### src/rtl/stream_max_pkg.sv
// Shared types and constants for the frame maximum tracker.
package stream_max_pkg;

    localparam int DATA_W            = 4;
    localparam int DEFAULT_FRAME_LEN = 8;
    localparam int DEFAULT_CNT_W     = 4;

    typedef enum logic [1:0] {
        IDLE  = 2'd0,
        ACCUM = 2'd1,
        DONE  = 2'd2
    } state_t;

endpackage

### src/rtl/four_bit_comparator.sv
// Unsigned magnitude comparator: reports x > y and x == y.
module four_bit_comparator
    import stream_max_pkg::*;
(
    input  logic [DATA_W-1:0] x,
    input  logic [DATA_W-1:0] y,
    output logic              o_gt,
    output logic              o_eq
);

    assign o_gt = (x > y);
    assign o_eq = (x == y);

endmodule

### src/rtl/stream_max_finder.sv
// Frame-based running maximum with first-index and tie count; result on a valid/ready port.
// Define STREAM_MAX_FINDER_MIN_TRACK_EN to also track the frame minimum and its first index.
module stream_max_finder
    import stream_max_pkg::*;
#(
    parameter int FRAME_LEN = DEFAULT_FRAME_LEN,
    parameter int CNT_W     = DEFAULT_CNT_W
)
(
    input  logic              clk,
    input  logic              rst_n,
    input  logic              start,
    input  logic              in_valid,
    output logic              in_ready,
    input  logic [DATA_W-1:0] in_data,
    output logic              out_valid,
    input  logic              out_ready,
    output logic [DATA_W-1:0] max_val,
    output logic [CNT_W-1:0]  max_idx,
    output logic [CNT_W-1:0]  tie_cnt,
    output logic              busy
`ifdef STREAM_MAX_FINDER_MIN_TRACK_EN
    ,
    output logic [DATA_W-1:0] min_val,
    output logic [CNT_W-1:0]  min_idx
`endif
);

    localparam logic [CNT_W-1:0] LAST_IDX = CNT_W'(FRAME_LEN - 1);
    localparam logic [CNT_W-1:0] ONE      = CNT_W'(1);

    state_t             state_reg;
    logic [CNT_W-1:0]   cnt_reg;
    logic               in_ready_reg;
    logic               out_valid_reg;
    logic               busy_reg;
    logic [DATA_W-1:0]  max_val_reg;
    logic [CNT_W-1:0]   max_idx_reg;
    logic [CNT_W-1:0]   tie_cnt_reg;

    logic               max_gt;
    logic               max_eq;
    logic               accept;

    assign accept = in_valid & in_ready_reg;

    four_bit_comparator u_max_cmp (
        .x    (in_data),
        .y    (max_val_reg),
        .o_gt (max_gt),
        .o_eq (max_eq)
    );

`ifdef STREAM_MAX_FINDER_MIN_TRACK_EN
    logic [DATA_W-1:0]  min_val_reg;
    logic [CNT_W-1:0]   min_idx_reg;
    logic               min_gt;
    logic               min_eq_unused;

    // Strictly-greater only, so an equal later sample never moves min_idx.
    four_bit_comparator u_min_cmp (
        .x    (min_val_reg),
        .y    (in_data),
        .o_gt (min_gt),
        .o_eq (min_eq_unused)
    );

    always_ff @(posedge clk or negedge rst_n) begin
        if (!rst_n) begin
            min_val_reg <= '0;
            min_idx_reg <= '0;
        end else if (state_reg == ACCUM && accept) begin
            if (cnt_reg == '0) begin
                min_val_reg <= in_data;
                min_idx_reg <= '0;
            end else if (min_gt) begin
                min_val_reg <= in_data;
                min_idx_reg <= cnt_reg;
            end
        end
    end

    assign min_val = min_val_reg;
    assign min_idx = min_idx_reg;
`endif

    // Control and result registers; results stay put after handoff until the next sample 0.
    always_ff @(posedge clk or negedge rst_n) begin
        if (!rst_n) begin
            state_reg     <= IDLE;
            cnt_reg       <= '0;
            in_ready_reg  <= 1'b0;
            out_valid_reg <= 1'b0;
            busy_reg      <= 1'b0;
            max_val_reg   <= '0;
            max_idx_reg   <= '0;
            tie_cnt_reg   <= '0;
        end else begin
            case (state_reg)
                IDLE: begin
                    if (start) begin
                        state_reg    <= ACCUM;
                        cnt_reg      <= '0;
                        in_ready_reg <= 1'b1;
                        busy_reg     <= 1'b1;
                    end
                end

                ACCUM: begin
                    if (accept) begin
                        if (cnt_reg == '0) begin
                            max_val_reg <= in_data;
                            max_idx_reg <= '0;
                            tie_cnt_reg <= ONE;
                        end else if (max_gt) begin
                            max_val_reg <= in_data;
                            max_idx_reg <= cnt_reg;
                            tie_cnt_reg <= ONE;
                        end else if (max_eq) begin
                            tie_cnt_reg <= tie_cnt_reg + ONE;
                        end

                        cnt_reg <= cnt_reg + ONE;

                        if (cnt_reg == LAST_IDX) begin
                            state_reg     <= DONE;
                            in_ready_reg  <= 1'b0;
                            out_valid_reg <= 1'b1;
                        end
                    end
                end

                DONE: begin
                    if (out_ready) begin
                        state_reg     <= IDLE;
                        out_valid_reg <= 1'b0;
                        busy_reg      <= 1'b0;
                    end
                end

                default: begin
                    state_reg     <= IDLE;
                    in_ready_reg  <= 1'b0;
                    out_valid_reg <= 1'b0;
                    busy_reg      <= 1'b0;
                end
            endcase
        end
    end

    assign in_ready  = in_ready_reg;
    assign out_valid = out_valid_reg;
    assign busy      = busy_reg;
    assign max_val   = max_val_reg;
    assign max_idx   = max_idx_reg;
    assign tie_cnt   = tie_cnt_reg;

endmodule

### config.mk
export PLATFORM = sky130hd
export DESIGN_NAME = stream_max_finder
export DESIGN_NICKNAME = d
export VERILOG_FILES = /design/src/rtl/stream_max_pkg.sv /design/src/rtl/four_bit_comparator.sv /design/src/rtl/stream_max_finder.sv
export SDC_FILE = /design/constraint.sdc
export NUM_CORES = 1
export LEC_CHECK = 0
export CAP_MARGIN = 20
export CORE_MARGIN = 2
export CORE_UTILIZATION = 49
export CTS_CLUSTER_DIAMETER = 200
export CTS_CLUSTER_SIZE = 16
export DETAILED_ROUTE_END_ITERATION = 16
export MAX_ROUTING_LAYER = met4
export PLACE_DENSITY = 0.88
export SLEW_MARGIN = 15
export SYNTH_ARGS = -nofsm -noshare
export SYNTH_HDL_FRONTEND = slang
export SYNTH_SLANG_ARGS = --single-unit
### constraint.sdc
create_clock -name clk -period 2.7 [get_ports clk]
set_clock_uncertainty 0.2 [all_clocks]
set_input_delay 0.675 -clock clk [delete_from_list [all_inputs] [get_ports clk]]
set_output_delay 0.675 -clock clk [all_outputs]
set_load 0.02 [all_outputs]
==> results.toml <==
[clock_tree]
cts_sinks = 21
numCtsBuffers = 3
clk_path_buf_depth = 2
path_clk_slew_ns = 0.12
cts_tree = "done"
cts-root-buf = "clkbuf_4"
post-cts-setup-buffers = 0
htreeDepth = 1
clk_latency_ns = 0.30
cts_resized = 0
postCtsHoldBufs = 0

[yosys]
seq_area_frac_synth_pct = 46.3
synth_area_sq_mm = 0.00114
avgSynthCellArea_sq_um = 10.5
syn_inst = 108
synthTopCellsByArea = "dfrtp_1 (46%), mux2_2 (7.9%), ha_1 (7.7%)"
ys_ff_latch = 21
synth.distinct_cells = 32
yosysWarnings = 0
synth_top_area_share_pct = 46.3
synth_nets = 124
yosys.area.top_type = "dfrtp_1"

[timing]
clock.fmax_mhz = 381
setup_violations = 0
tightest_slew_ns = 0.401
slew_headroom_pct = 73.2
final_max_slew_viol_count = 0
finalCriticalPeriod_ns = 2.63
hold_viol = 0
rsz0062_at_grt = "false"
final.setup.tns_ns = 0
period_share_pct = 97.2

[finish]
syn2layout_area_growth_pct = 29.8
final_common_cell = "clkdlybuf4s50_1"
antenna_cells = 0
drive_above_1_share_pct = 16.5
fin_nets = 156
final_cell_mix = "clkdlybuf4s50_1 (23), dfrtp_1 (21), nand2_1 (13), inv_1 (10), mux2_2 (8)"
final_util_pct = 66.7

[detailed_routing]
routedWlPerCell_microns = 12.3
vias = 884
drtAntennaViolNets = 0
drt-initial-drc-count = 10
drt_wl_total_microns = 2060
drc_errors = 0
dr.pass1.iters = 4
routed_via_density = 5.29

[die]
start_util_pct = 51.4
fp-row-count = 17
die_h_microns = 52.2
dieArea_sq_mm = 0.00272
io_pins = 24
chipWidth_microns = 52.2
coreArea_sq_mm = 0.00221

[critical_path]
regToRegStartpoint = "cnt_reg[0]"
worst-setup-path-type = "in -> reg"
end_kind = "register"
slowest_delay_ns = 0.47
cp_max_fo = 7
crit_slowest_cell = "clkdlybuf4s50_1"
cp.required_ns = 2.69
path_cells = "clkdlybuf4s50_1, inv_1, ha_1, and4_4, and2_4, a311oi_4, buf_6, mux2_2"
cp.arrival_ns = 2.62
rr_endpoint = "max_val[1]"
reg2regPathDepth = 7
startpoint_type = "input pin"
rrSetupSlack_ns = 0.25

[grt]
grt_overflow = 0
grt_pass1_wl_microns = 3510
antenna_found_initial = 0
grt_max_degree = 22
grt_pass1_vias = 826
grt_use_total_pct = 17.7

[placement]
gp_congestion = 0.883
dp.final_hpwl_microns = 1630
port_buffers = 23

[run_status]
status = "finished, final reports clean"

[worst_hold_path]
min_to = "max_idx[2]"
hold_path_depth = 1
min_path_type = "reg -> reg"
hp-start = "max_idx[2]"

[power]
p_leak_uw = 0.000684
total_power_uw = 1590
vdd_drop_max_v = 0.000666
power.density_mw_per_mm2 = 1080

[job]
maxCapViolCount = 0
## power by group
group	switching [uW]	internal [uW]
sequential	133	444
clock	91.7	55.1
combinational	407	460
## worst max-delay path by stage
stage / cells past startpoint / slack [ns] / from / endpoint
after CTS: 8 / 0.03 / in_data[0] / max_val[1]
after global routing: 8 / 0.01 / in_data[0] / max_val[3]
after global placement: 8 / -0.24 / in_data[0] / max_val[0]
after floorplan: 5 / 0.20 / in_data[3] / max_val[0]
final: 8 / 0.07 / in_data[0] / max_val[1]
after detailed placement: 8 / -0.29 / in_data[0] / max_val[1]
## cell families (layout without fill, tap and decap cells)
| kind of cell | count (synthesis) | after routing | share of synthesized area [%] |
|---|---|---|---|
| flops | 21 | 21 | 46.3 |
| fa+ha+maj | 7 | 7 | 7.71 |
| compound gates | 21 | 21 | 14.4 |
| mux | 11 | 11 | 10.6 |
| buf+inv | 13 | 44 | 4.41 |
| simple gates | 35 | 35 | 16.6 |
## final cells by class
type | count | area [sq um]
repair buffers | 30 | 287
clock inverters | 1 | 5.00
multi-input cells | 74 | 563
flip-flops and latches | 21 | 526
clock buffers | 3 | 22.5
inverters | 10 | 37.5
well taps | 28 | 35.0
fillers | 187 | 737
## layer usage
metal / GRT usage, % / part of all wire (%) / vias to the layer above
met5: - / 0 / -
met4: 5.13 / 0.63 / 0
met3: 2.59 / 3.0 / 2
met2: 30.2 / 48 / 15
met1: 22.0 / 48 / 420
li1: - / - / 447
## per-stage QoR
step | instances | cell area, sq um | worst slack, ns | hold slack [ns]
2_1_floorplan | 108 | 1140 | 0.201 | 0.179
3_3_place_gp | 163 | 1440 | -0.236 | 0.291
3_5_place_dp | 163 | 1440 | -0.286 | 0.300
4_1_cts | 167 | 1470 | 0.0324 | 0.326
5_1_grt | 167 | 1480 | 0.0133 | 0.351
6_report | 167 | 1480 | 0.0746 | 0.324
## synthesized netlist by cell type
cell       n
a21o_1     1
a21oi_1    3
a22o_1     5
a311oi_4   1
a32o_1     1
a41o_1     1
and2_1     1
and2_4     1
and3_1     1
and3b_1    2
and4_1     1
and4b_1    1
buf_2      1
clkbuf_1   2
dfrtp_1   21
ha_1       7
inv_1     10
mux2_2     8
mux2i_1    3
nand2_1   13
nand3_1    3
nand3b_1   1
nand4_1    1
nor2_1     5
nor2b_1    2
o211ai_1   1
o21ai_0    6
o21bai_1   1
o22ai_1    1
or2_2      1
or3b_1     1
or4_1      1
## worst max-delay path, delay by kind of cell
kind / cells / cell delay, ns
buf+inv: 3 / 0.68
simple gates: 2 / 0.36
compound gates: 1 / 0.27
fa+ha+maj: 1 / 0.29
mux: 1 / 0.34
Note: power is estimated with default switching activity, not from simulation.
